**config.mk**
```make
export PLATFORM = sky130hd
export DESIGN_NAME = mem_port_arbiter
export DESIGN_NICKNAME = d
export VERILOG_FILES = /design/src/rtl/mem_port_arbiter_pkg.sv /design/src/rtl/mem_port_arbiter_rr_picker2.sv /design/src/rtl/mem_port_arbiter.sv
export SDC_FILE = /design/constraint.sdc
export NUM_CORES = 1
export LEC_CHECK = 0
export CELL_PAD_IN_SITES_DETAIL_PLACEMENT = 1
export CELL_PAD_IN_SITES_GLOBAL_PLACEMENT = 1
export CORE_AREA = 4 4 195 197
export DETAILED_ROUTE_END_ITERATION = 6
export DIE_AREA = 0 0 199 201
export DONT_BUFFER_PORTS = 1
export GPL_TIMING_DRIVEN = 0
export PLACE_DENSITY = 0.54
export SYNTH_ARGS = -nofsm -noshare
export SYNTH_HDL_FRONTEND = slang
export SYNTH_SLANG_ARGS = --single-unit
```
**constraint.sdc**
```tcl
create_clock -name clk -period 2.2 [get_ports clk]
set_clock_uncertainty 0.05 [all_clocks]
set_input_delay 0.44 -clock clk [delete_from_list [all_inputs] [get_ports clk]]
set_output_delay 0.44 -clock clk [all_outputs]
set_load 0.005 [all_outputs]
```
**src/rtl/mem_port_arbiter_pkg.sv**
```systemverilog
// mem_port_arbiter_pkg: shared FSM/owner types and memory timing for the port arbiter.
package mem_port_arbiter_pkg;
   typedef enum logic [1:0] {S_IDLE, S_ISSUE, S_RESP} state_t;
   typedef enum logic {OWN_I, OWN_D} owner_t;
   localparam int MEM_RD_LATENCY = 1;
endpackage

```
**src/rtl/mem_port_arbiter_rr_picker2.sv**
```systemverilog
// rr_picker2: two-way round-robin winner select; a conflict goes to the side not granted last.
module rr_picker2
   import mem_port_arbiter_pkg::*;
(
   input  logic   i_elig_i,
   input  logic   i_elig_d,
   input  owner_t i_last,
   output owner_t o_winner
);
   assign o_winner = (i_elig_d && (!i_elig_i || i_last == OWN_I)) ? OWN_D : OWN_I;
endmodule

```
**src/rtl/mem_port_arbiter.sv**
```systemverilog
// mem_port_arbiter: shares one single-cycle-latency memory port between a fetch and a data requester.
// Each access is IDLE/RESP -> ISSUE -> RESP; misaligned fetches bypass ISSUE and ack with an error.
module mem_port_arbiter
   import mem_port_arbiter_pkg::*;
(
   input  logic        clk,
   input  logic        reset,
   input  logic        i_req,
   input  logic [63:0] i_addr,
   output logic        i_ack,
   output logic        i_err,
   output logic [31:0] i_rdata,
   input  logic        d_req,
   input  logic        d_we,
   input  logic [63:0] d_addr,
   input  logic [63:0] d_wdata,
   input  logic [7:0]  d_be,
   output logic        d_ack,
   output logic [63:0] d_rdata,
   output logic        mem_en,
   output logic        mem_we,
   output logic [63:0] mem_addr,
   output logic [63:0] mem_wdata,
   output logic [7:0]  mem_be,
   input  logic [63:0] mem_rdata
);
   state_t      r_state, w_state_nxt;
   owner_t      r_owner, r_last, w_winner;
   logic [63:0] r_addr, r_wdata;
   logic [7:0]  r_be;
   logic        r_we, r_err;
   logic        w_issue, w_resp, w_i_elig, w_d_elig, w_load, w_mis, w_win_d;

   assign w_issue  = r_state == S_ISSUE;
   assign w_resp   = r_state == S_RESP;
   // the requester being acked this cycle cannot win again immediately
   assign w_i_elig = i_req && !(w_resp && r_owner == OWN_I);
   assign w_d_elig = d_req && !(w_resp && r_owner == OWN_D);
   assign w_win_d  = w_winner == OWN_D;

   rr_picker2 u_pick (
      .i_elig_i (w_i_elig),
      .i_elig_d (w_d_elig),
      .i_last   (r_last),
      .o_winner (w_winner)
   );

   always_comb begin
      w_load      = !w_issue && (w_i_elig || w_d_elig);
      w_mis       = !w_win_d && i_addr[1:0] != 2'b00;
      w_state_nxt = w_issue ? S_RESP : !w_load ? S_IDLE : w_mis ? S_RESP : S_ISSUE;
      mem_en      = reset && w_issue;
      mem_we      = mem_en && r_owner == OWN_D && r_we;
      i_ack       = reset && w_resp && r_owner == OWN_I;
      d_ack       = reset && w_resp && r_owner == OWN_D;
      i_err       = i_ack && r_err;
      i_rdata     = (i_ack && !r_err) ? (r_addr[2] ? mem_rdata[63:32] : mem_rdata[31:0]) : '0;
      d_rdata     = d_ack ? mem_rdata : '0;
      mem_addr    = reset ? r_addr : '0;
      mem_wdata   = reset ? r_wdata : '0;
      mem_be      = reset ? r_be : '0;
   end

   always_ff @(posedge clk) begin
      if (!reset) r_state <= S_IDLE;
      else        r_state <= w_state_nxt;
   end

   always_ff @(posedge clk) begin
      if (!reset) begin
         r_owner <= OWN_I;
         r_last  <= OWN_I;
         r_addr  <= '0;
         r_wdata <= '0;
         r_be    <= '0;
         r_we    <= 1'b0;
         r_err   <= 1'b0;
      end else begin
         if (w_resp) r_last <= r_owner;
         if (w_load) begin
            r_owner <= w_winner;
            r_addr  <= w_win_d ? d_addr : i_addr;
            r_we    <= w_win_d && d_we;
            r_wdata <= w_win_d ? d_wdata : '0;
            r_be    <= (w_win_d && d_we) ? d_be : 8'hFF;
            r_err   <= w_mis;
         end
      end
   end
endmodule

```
### Word level (Yosys, flattened, before mapping)

Index checks and enable logic that the tools add are counted.

* multiplexer cells: 13
* equality and inequality tests: 2
* reductions and logical operators: 26
* bitwise gates (word level): 4

Operator list (number)
* 2-to-1 mux 64 bit: 5
* 2-to-1 mux 32 bit: 2
* logical AND 1 bit: 16
* 2-to-1 mux 8 bit: 2
* zero test 1 bit: 6
* 2-to-1 mux 2 bit: 3
* NOT 1 bit: 4
* OR reduction 3 bit: 1
* == test 2 x 1 -> 1 bit, second input constant: 1
* == test 2 bit, second input constant: 1
* logical OR 1 bit: 2
* nonzero test 2 bit: 1
* 2-to-1 mux 1 bit: 1

* register bits: 142
* logic and storage cells: 54

### Depth between registers and ports, before layout

Gate-level depths: netlist (run 1).

* depth after elaboration: 13
* gate-level depth with buffers: 6
* mapped depth without buffers: 4

### Cells and area by module

From an unflattened synthesis (run 1), not the netlist that was laid out.

* cells, all modules: 926
* area total of the unflattened synthesis: 7196.9 um^2

Modules (own cells, without submodules)
* mem_port_arbiter: instances 1, cells each 925, area an instance 7185.6 um^2
* rr_picker2: instances 1, cells each 1, area an instance 11.3 um^2

### Worst setup path after synthesis (run 1)

OpenSTA, ideal clock, no wires.

* path type: register to output
* from: register r_state[1]
* to: output port i_rdata[10]
* buffers on the path: 2
* path slack: 231 ps
* arrival: 1479 ps
* stages on the path, launching flop included: 6
* path through: dfxtp_1 or3b_4 or3_1 clkbuf_1 clkbuf_1 nor2_1

* cells in the longest elaborated chain, start to end: 5

Ends and longest elaborated chain
* start: declaration: line mem_port_arbiter.sv:27 `state_t r_state, w_state_nxt;`
* start signal: assignment: line mem_port_arbiter.sv:66 `else r_state <= w_state_nxt;`
* == test 2 bit: line mem_port_arbiter.sv:35 `assign w_resp = r_state == S_RESP;`
* logical AND 1 bit (2 in series): line mem_port_arbiter.sv:54 `i_ack = reset && w_resp && r_owner == OWN_I;`
* logical AND 1 bit: line mem_port_arbiter.sv:57 `i_rdata = (i_ack && !r_err) ? (r_addr[2] ? mem_rdata[63:32] : mem_rdata[31:0]) : '0;`
* 2-to-1 mux 32 bit: line mem_port_arbiter.sv:57
* end: declaration: line mem_port_arbiter.sv:12 `output logic [31:0] i_rdata,`

Every way passes these cells.

### Worst setup path after layout (run 1)

* from: register r_owner
* to: output port i_rdata[21]

* cells in the longest elaborated chain, start to end: 4

Ends and longest elaborated chain
* start: declaration: line mem_port_arbiter.sv:28 `owner_t r_owner, r_last, w_winner;`
* start signal: assignment: line mem_port_arbiter.sv:81 `r_owner <= w_winner;`
* NOT 1 bit: line mem_port_arbiter.sv:54
* logical AND 1 bit: line mem_port_arbiter.sv:54
* logical AND 1 bit: line mem_port_arbiter.sv:57
* 2-to-1 mux 32 bit: line mem_port_arbiter.sv:57

Every way passes these cells.

==> flow_metrics.py, run 1 <==
metrics = {
    "status": {
        "status": "finished with violations",
        "violations": "setup timing",
    },
    "layout": {
        "n_fill_cell": 4298,
        "nets": 1158,
        "areaGrowthSynthToFinish_pct": 25.7,
        "postLayoutCoreUtil": 0.249,
        "drive_gt1_frac": 0.248,
    },
    "logic_synthesis": {
        "yosys_most_used_dff": "dfxtp_1",
        "ys_seq_area_frac": 0.396,
        "yosys_warnings": 0,
        "synth_top_family_by_area": "simple AND/OR/NAND/NOR gates",
        "synthMuxAreaShare": 0.0446,
        "synthTopCellsByCount": "202 x and2_1, 142 x dfxtp_1, 128 x nand2_1",
        "yosysTopAreaCell": "dfxtp_1",
        "synth.avg_cell_area_um2": 8.41,
        "yosys.area_share.adder": 0,
        "ys_seq_elements": 142,
        "synth_fp_nets": 1122,
        "synthesis.area_um2": 7170,
        "synth.area.top_cells": "dfxtp_1 40%, and2_1 18%, a22o_1 7.8%",
        "synth_top_area_share": 0.396,
        "synth_edf_count": 0,
        "netlist_instances": 853,
        "yosysMostFrequentCell": "and2_1",
        "synth.distinct_cells": 33,
        "synth_xor_area_frac": 0,
        "synth_compound_area_frac": 0.230,
        "yosys.area_share.simple": 0.273,
        "async_flop_share": 0,
    },
    "placed_design": {
        "dp_slack_ps": -622,
        "place.gp.congestion": 0.861,
        "io_buffers": 0,
        "hpwlAfterDp_um": 26700,
    },
    "timing": {
        "relSlewSlack": 0.493,
        "setup_viol": 53,
        "slew_violations": 0,
        "hold_violations": 0,
        "rsz0062_at_grt": "yes",
        "layout_setup_ws_ps": -298,
        "whs_ps": 68.9,
        "fmax_mhz": 400,
        "final.min_clock_period_ps": 2500,
        "tns_ps": -8780,
        "worst_pin_slew_ps": 761,
        "period_share": 1.14,
    },
    "global_route": {
        "grt_pass1_wl_um": 49500,
        "grt_pass1_vias": 7148,
        "antenna_found_initial": 1,
        "overflow": 0,
        "grt_max_degree": 17,
        "grt_usage": 0.166,
    },
    "clock_tree": {
        "clkSlewWorstSetupHoldPaths_ps": 80,
        "cts_tree": "yes",
        "clockBufferDepth": 2,
        "clk_latency_ps": 440,
        "cts_sinks": 142,
        "htreeDepth": 4,
        "cts_inserted_buffers": 17,
        "clockRootBuffer": "clkbuf_16",
    },
    "setup_path": {
        "startpoint_type": "flip-flop",
        "cp_slowest_cell": "or3_4",
        "max_stage_delay_ps": 430,
        "crit_required_ps": 1710,
        "endpoint_kind": "output pin",
        "path_class": "reg -> out",
        "worst-path-buf-inv": 1,
        "crit_family": "simple AND/OR/NAND/NOR gates",
        "critical_path_arrival_ps": 2010,
        "cp_max_fo": 10,
        "crit_chain": "or3b_4 > or3_4 > clkbuf_8 > nor2_2",
    },
    "drt": {
        "drc": 0,
        "routed_wl_um": 35100,
        "dr.pass1.iters": 4,
        "viasPerCell": 4.87,
        "vias": 6682,
        "drt_iter0_drc": 323,
        "ant_nets": 0,
        "routedWlPerCell_um": 25.6,
    },
    "power": {
        "max-vdd-ir-drop_mv": 0.512,
        "power_density_nw_per_um2": 800,
        "power.leakage_nw": 3.48,
    },
    "floorplanning": {
        "num_rows": 70,
        "dieHeight_um": 201,
        "die_area_um2": 40000,
        "ioPinCount": 506,
        "coreArea_um2": 36300,
        "die_x_um": 199,
        "start_util": 0.198,
    },
    "flow_run": {
        "cap_violations": 0,
    },
    "min_path": {
        "hp-class": "in -> reg",
    },
}
==> power by group <==
group          internal (mW)  switching, mW
registers               2.86          0.145
logic                  0.574          0.858
clock network           1.46           1.31
==> area by class of cell <==
class | count | area, um2 | area share
inverters | 1 | 3.75 | 0.000416
plain buffers | 82 | 567 | 0.0629
clock buffers | 19 | 433 | 0.0480
diodes | 1 | 2.50 | 0.000278
flip-flops and latches | 142 | 2850 | 0.316
repair buffers | 20 | 219 | 0.0243
well taps | 468 | 586 | 0.0650
multi-input cells | 625 | 4250 | 0.471
clock inverters | 13 | 109 | 0.0121
==> flip-flops by register name (all words and copies together) (netlist names) <==
name     count
r_addr      64
r_we         1
r_owner      1
r_state      2
r_be         8
r_wdata     64
r_err        1
r_last       1
==> worst register-to-register path, delay by kind of cell (launching register included) <==
family          cells  cell delay, ps
flops               1             330
simple gates        2             370
compound gates      2             700
buf+inv             3             560
==> routing by layer <==
layer | global-route usage | part of all wire | vias up
met4 | 0.0503 | 0.018 | 2
met5 | 0 | 0.00037 | -
li1 | - | - | 3061
met1 | 0.211 | 0.43 | 3268
met2 | 0.266 | 0.47 | 313
met3 | 0.0592 | 0.084 | 38
==> final timing paths <==
| check | slack [ps] | from | depth (start not counted) | end |
|---|---|---|---|---|
| max | -300 | r_owner$_SDFFE_PN0N_ | 4 | i_rdata[21] |
| min | 70 | d_wdata[32] | 1 | r_wdata[32]$_SDFFE_PN0N_ |
| max reg2reg | 80 | r_state[0]$_SDFF_PP0_ | 7 | r_be[5]$_SDFFE_PN0N_ |
| min reg2reg | 420 | r_wdata[30]$_SDFFE_PN0N_ | 1 | r_wdata[30]$_SDFFE_PN0N_ |
==> cell usage in the layout, fill, tap and decap left out, types with 2 or more instances in the layout <==
cell type   instances
o221a_2             8
clkinv_4            3
nand2_1           128
mux2i_1            31
and2_4             64
a21boi_0            2
a221o_1             2
buf_2              20
buf_4               9
a21o_1              2
o22ai_1             2
clkbuf_8            3
nor2_2             21
clkbuf_1           24
dfxtp_1           139
clkbuf_2           11
dfxtp_2             3
a21oi_1            65
buf_1               2
inv_6               3
and2_1            138
buf_8              10
o21ai_0             3
nand3_1             2
a311oi_1           62
clkbuf_4           11
a22o_1             64
buf_6              11
nor2_4             11
clkinvlp_4          6
nand2b_1            2
nor2_1              4
clkbuf_16          20
==> cell families after synthesis <==
kind of cell / after synthesis
mux: 32
flops: 142
buf+inv: 86
simple gates: 378
compound gates: 215
==> repair_timing <==
action / CTS / global route
endpoints found under the setup margin: 290 / 197
hold buffers: 0 / 0
buffers inserted: 10 / 6
gates resized for setup: 163 / 47
cloned: 9 / 0
pin swaps: 57 / 15
==> through the flow <==
stage / area, um2 / total power [mW] / cells
CTS: 8970 / 7.29 / 1371
detailed placement: 7760 / 4.38 / 1321
floorplan: 7170 / 3.95 / 853
finish: 9010 / 7.21 / 1371
global placement: 7760 / 4.36 / 1321
global route: 9010 / 7.57 / 1370
Power figures use the tool's default switching activity.
==> run 2: changes to the inputs <==
--- a/config.mk
+++ b/config.mk
@@ -13,6 +13,7 @@
 export DONT_BUFFER_PORTS = 1
 export GPL_TIMING_DRIVEN = 0
 export PLACE_DENSITY = 0.54
+export SKIP_CTS_REPAIR_TIMING = 1
 export SYNTH_ARGS = -nofsm -noshare
 export SYNTH_HDL_FRONTEND = slang
 export SYNTH_SLANG_ARGS = --single-unit
==> run 2 against run 1 <==
The run still ends with setup timing left. Flip-flop and latch count did not move. Critical endpoint is now i_rdata[12]. Largest power group unchanged. First-iteration DRC count rose by 3.7%. Hold slack barely moved. Sequential share of layout area rose by 0.44 points. Combinational power barely moved. Largest cell class unchanged.
==> flow_metrics.py, run 2 (same netlist as run 1, synthesis figures left out) <==
metrics = {
    "min_path": {
        "min_path_cells": 1,
        "hp-class": "in -> reg",
        "hold_path_end": "r_wdata[32]$_SDFFE_PN0N_",
        "hp-start": "d_wdata[32]",
    },
    "setup_path": {
        "critical_path_arrival_ps": 1990,
        "worstReg2RegEnd": "r_be[5]$_SDFFE_PN0N_",
        "cp_slowest_cell": "or3_4",
        "reg2reg_from": "r_owner$_SDFFE_PN0N_",
        "startpoint_type": "flip-flop",
        "r2r_slack_ps": 70,
        "path_class": "reg -> out",
        "startpoint": "r_owner$_SDFFE_PN0N_",
        "worst-path-buf-inv": 1,
        "cp_max_fo": 6,
        "max_stage_delay_ps": 440,
        "reg2regPathDepth": 6,
        "crit_required_ps": 1710,
        "endpoint_kind": "output pin",
        "crit_family": "simple AND/OR/NAND/NOR gates",
        "crit_chain": "or3b_4 > or3_4 > clkbuf_16 > nor2_4",
    },
    "drt": {
        "vias": 6656,
        "drc": 0,
        "dr.pass1.iters": 4,
        "viasPerCell": 4.87,
        "routedWlPerCell_um": 25.2,
        "drt_iter0_drc": 335,
        "ant_nets": 0,
        "routed_wl_um": 34500,
    },
    "clock_tree": {
        "cts_sinks": 142,
        "clkSlewWorstSetupHoldPaths_ps": 80,
        "clockRootBuffer": "clkbuf_16",
        "cts_tree": "yes",
        "htreeDepth": 4,
        "cts_inserted_buffers": 17,
        "clk_latency_ps": 440,
        "clockBufferDepth": 2,
    },
    "timing": {
        "rsz0062_at_grt": "yes",
        "hold_violations": 0,
        "worst_pin_slew_ps": 776,
        "tns_ps": -10790,
        "slew_violations": 0,
        "relSlewSlack": 0.482,
        "layout_setup_ws_ps": -284,
        "fmax_mhz": 403,
        "final.min_clock_period_ps": 2480,
        "setup_viol": 73,
        "period_share": 1.13,
    },
    "layout": {
        "most-common-layout-cells": "154 x and2_1, 139 x dfxtp_1, 128 x nand2_1, 65 x a21oi_1, 64 x a22o_1",
        "nets": 1155,
        "final-seq-area_um2": 2850,
        "top_regs": "r_addr x64, r_wdata x64, r_be x8",
        "multiInputGateArea_um2": 4180,
        "areaGrowthSynthToFinish_pct": 23.9,
        "drive_gt1_frac": 0.220,
        "final_common_cell": "and2_1",
        "n_fill_cell": 4315,
    },
    "placed_design": {
        "io_buffers": 0,
        "place.gp.congestion": 0.861,
        "hpwlAfterDp_um": 26700,
    },
    "global_route": {
        "grt_pass1_wl_um": 47400,
        "grt_pass1_vias": 6982,
        "overflow": 0,
        "antenna_found_initial": 1,
        "grt_max_degree": 17,
        "grt_usage": 0.159,
    },
    "floorplanning": {
        "dieHeight_um": 201,
        "num_rows": 70,
        "die_area_um2": 40000,
        "die_x_um": 199,
        "ioPinCount": 506,
        "start_util": 0.198,
        "coreArea_um2": 36300,
    },
    "power": {
        "power.total_mw": 7.18,
        "power_density_nw_per_um2": 807,
        "power.leakage_nw": 3.43,
        "max-vdd-ir-drop_mv": 0.513,
    },
    "status": {
        "status": "finished with violations",
        "violations": "setup timing",
    },
    "flow_run": {
        "cap_violations": 0,
    },
}
run 2: changes by cell type in the layout (fill, tap and decap cells not counted), sizes merged:
cell    change
buf         +1
clkbuf      -4
run 2: how the worst max path moves through the flow:
| stage | slack (ps) | end | cells past startpoint |
|---|---|---|---|
| floorplan | 230 | i_rdata[10] | 5 |
| global route | -330 | i_rdata[7] | 4 |
| global placement | -570 | mem_wdata[55] | 4 |
| detailed placement | -620 | mem_wdata[55] | 4 |
| finish | -280 | i_rdata[12] | 4 |
| CTS | -840 | d_rdata[53] | 5 |
run 2: through the flow:
step                      hold WS [ps]  cells  area (um2)  utilization  setup WS, ps
after floorplan                    384    853        7170            -           231
after CTS                         35.8   1353        8300        0.229          -845
after detailed placement           397   1321        7760        0.214          -622
final                             69.2   1368        8890        0.245          -284
after global routing              50.9   1367        8890        0.245          -331
after global placement             398   1321        7760        0.214          -570
run 2: worst register-to-register path: stages (launching register included):
cell     delay (ps)
dfxtp_2         340
or3b_4          410
buf_4           160
a21oi_1         330
nor2_4          160
buf_2           270
o221a_2         300
run 2: final cells by class:
class                      instances  area share
tap                              468      0.0659
clock inverter                    13      0.0122
inverter                           1    0.000422
multi-input combinational        625       0.470
sequential                       142       0.320
clock buffer                      19      0.0487
timing repair buffer              16      0.0236
buffer                            83      0.0585
antenna                            1    0.000281
run 2: power breakdown:
part / total [mW] / internal, mW / switching [mW]
combinational: 1.41 / 0.563 / 0.846
sequential: 3.01 / 2.86 / 0.146
clock: 2.76 / 1.46 / 1.30
total: 7.18 / 4.88 / 2.29
run 2: metal layers:
metal,part of all wire,global-route usage
met5,0.00038,0
met4,0.018,0.0471
met3,0.092,0.0571
met2,0.46,0.251
met1,0.43,0.203
==> run 3: changes to the inputs <==
==> constraint.sdc (replaced) <==
create_clock -name clk -period 2.2 [get_ports clk]
set_clock_uncertainty 0.05 [all_clocks]
set_input_delay 0.44 -clock clk [delete_from_list [all_inputs] [get_ports clk]]
set_output_delay 0.44 -clock clk [all_outputs]
set_load 0.01 [all_outputs]
==> run 3 against run 2 <==
The run still ends with setup timing left. Via count is 0.21% lower. Critical path depth is the same. Worst setup slack worse by 36 ps. Maximum frequency down 1.4%. Flip-flop and latch count stayed put. Hold slack got worse by 1.1 ps. Cell area rose by 1.5%. Sequential share of layout area shrank 0.48 points. Die area unchanged. Sequential power hardly changed. Core utilization rose by 0.37 points. Critical path type unchanged. Critical endpoint is now i_rdata[21]. Largest power group unchanged. Highest routed layer unchanged.
==> flow_metrics.py, run 3 (same netlist as run 1, synthesis figures left out) <==
metrics = {
    "status": {
        "status": "finished with violations",
        "violations": "setup timing",
    },
    "setup_path": {
        "crit_required_ps": 1710,
        "endpoint_kind": "output pin",
        "cp_max_fo": 10,
        "reg2regPathDepth": 6,
        "critical_path_arrival_ps": 2030,
        "crit_chain": "or3b_4 > or3_4 > buf_6 > nor2_2",
        "startpoint_type": "flip-flop",
        "max_stage_delay_ps": 420,
        "path_class": "reg -> out",
        "cp_slowest_cell": "or3b_4",
    },
    "layout": {
        "n_fill_cell": 4281,
        "drive_gt1_frac": 0.237,
        "final_common_cell": "and2_1",
        "areaGrowthSynthToFinish_pct": 25.8,
        "most-common-layout-cells": "146 x and2_1, 139 x dfxtp_1, 128 x nand2_1, 65 x a21oi_1, 64 x a22o_1",
        "nets": 1152,
        "postLayoutCoreUtil": 0.249,
        "top_regs": "r_addr x64, r_wdata x64, r_be x8",
    },
    "power": {
        "seqPwrFrac": 0.412,
        "comb_power_share": 0.208,
        "netSwitchingFraction": 0.329,
        "power_density_nw_per_um2": 807,
        "max-vdd-ir-drop_mv": 0.512,
        "clkPwrFrac": 0.380,
        "p_switching_mw": 2.39,
        "intPower_mw": 4.89,
        "power.leakage_nw": 3.44,
    },
    "floorplanning": {
        "num_rows": 70,
        "dieHeight_um": 201,
        "start_util": 0.198,
        "die_area_um2": 40000,
        "ioPinCount": 506,
        "coreArea_um2": 36300,
        "die_x_um": 199,
    },
    "drt": {
        "ant_nets": 0,
        "viasPerCell": 4.87,
        "drc": 0,
        "routed_wl_um": 34700,
        "dr.pass1.iters": 4,
        "routedWlPerCell_um": 25.4,
        "vias": 6642,
        "drt_iter0_drc": 304,
    },
    "timing": {
        "rsz0062_at_grt": "yes",
        "relSlewSlack": 0.523,
        "final.min_clock_period_ps": 2520,
        "whs_ps": 68.0,
        "hold_violations": 0,
        "slew_violations": 0,
        "tns_ps": -12950,
        "period_share": 1.15,
        "layout_setup_ws_ps": -321,
        "worst_pin_slew_ps": 715,
        "setup_viol": 85,
        "fmax_mhz": 397,
    },
    "placed_design": {
        "hpwlAfterDp_um": 26700,
        "place.gp.congestion": 0.861,
        "io_buffers": 0,
    },
    "global_route": {
        "antenna_found_initial": 1,
        "grt_usage": 0.159,
        "overflow": 0,
        "grt_max_degree": 17,
        "grt_pass1_wl_um": 47400,
        "grt_pass1_vias": 6982,
    },
    "clock_tree": {
        "clk_latency_ps": 440,
        "cts_sinks": 142,
        "clkSlewWorstSetupHoldPaths_ps": 80,
        "htreeDepth": 4,
        "cts_inserted_buffers": 17,
        "cts_tree": "yes",
        "clockBufferDepth": 2,
        "clockRootBuffer": "clkbuf_16",
    },
    "min_path": {
        "hp-class": "in -> reg",
        "min_path_cells": 1,
    },
    "flow_run": {
        "cap_violations": 0,
    },
}
## run 3: cell count changes in the layout (fill, tap and decap cells not counted), moves of 2 or more
cell / delta
buf_12: +2
and2_2: +3
clkbuf_16: +2
clkbuf_1: -2
and2_1: -8
and2_4: +5
nor2_4: +18
nor2_2: -13
clkbuf_2: +3
nor2_1: -5
buf_6: -9
## run 3: layer usage
layer	track usage	wire length, um	up-vias	part of all wire
met5	0	13	-	0.00037
met4	0.0471	733	2	0.021
met3	0.0571	3020	37	0.087
met2	0.251	16100	310	0.46
met1	0.203	14900	3236	0.43
li1	-	-	3057	-
## run 3: area by class of cell
class                      count  area [um2]  share of cell area
antenna                        1        2.50            0.000277
clock inverter                13         109              0.0121
inverter                       1        3.75            0.000416
buffer                        83         552              0.0611
sequential                   142        2850               0.315
multi-input combinational    625        4300               0.477
tap                          468         586              0.0649
timing repair buffer          13         191              0.0212
clock buffer                  19         433              0.0480
## run 3: metrics by stage
stage | worst slack [ps] | instance area, um2 | power (mW) | cells
final | -321 | 9030 | 7.29 | 1365
after global routing | -372 | 9020 | 7.65 | 1364
after CTS | -886 | 8300 | 7.27 | 1353
after detailed placement | -655 | 7760 | 4.46 | 1321
after global placement | -604 | 7760 | 4.44 | 1321
after floorplan | 170 | 7170 | 4.03 | 853
## run 3: power groups by stage
stage | registers, mW | logic, mW | clock network (mW)
after CTS | 3.00 | 1.41 | 2.86
final | 3.01 | 1.52 | 2.77
after global routing | 3.04 | 1.66 | 2.96
after detailed placement | 3.05 | 1.40 | 0
after floorplan | 3.00 | 1.03 | 0
after global placement | 3.04 | 1.40 | 0
## run 3: final timing paths
kind | from | end | slack, ps
min reg2reg | r_wdata[26]$_SDFFE_PN0N_ | r_wdata[26]$_SDFFE_PN0N_ | 420
min | d_wdata[32] | r_wdata[32]$_SDFFE_PN0N_ | 70
max | r_owner$_SDFFE_PN0N_ | i_rdata[21] | -320
max reg2reg | r_owner$_SDFFE_PN0N_ | r_be[5]$_SDFFE_PN0N_ | 60
## run 3: worst max-delay path: cells and delay by family, from the launching register on
family | cells | cell delay [ps]
buffers and inverters | 1 | 200
DFF | 1 | 340
and+or+nand+nor | 3 | 1040
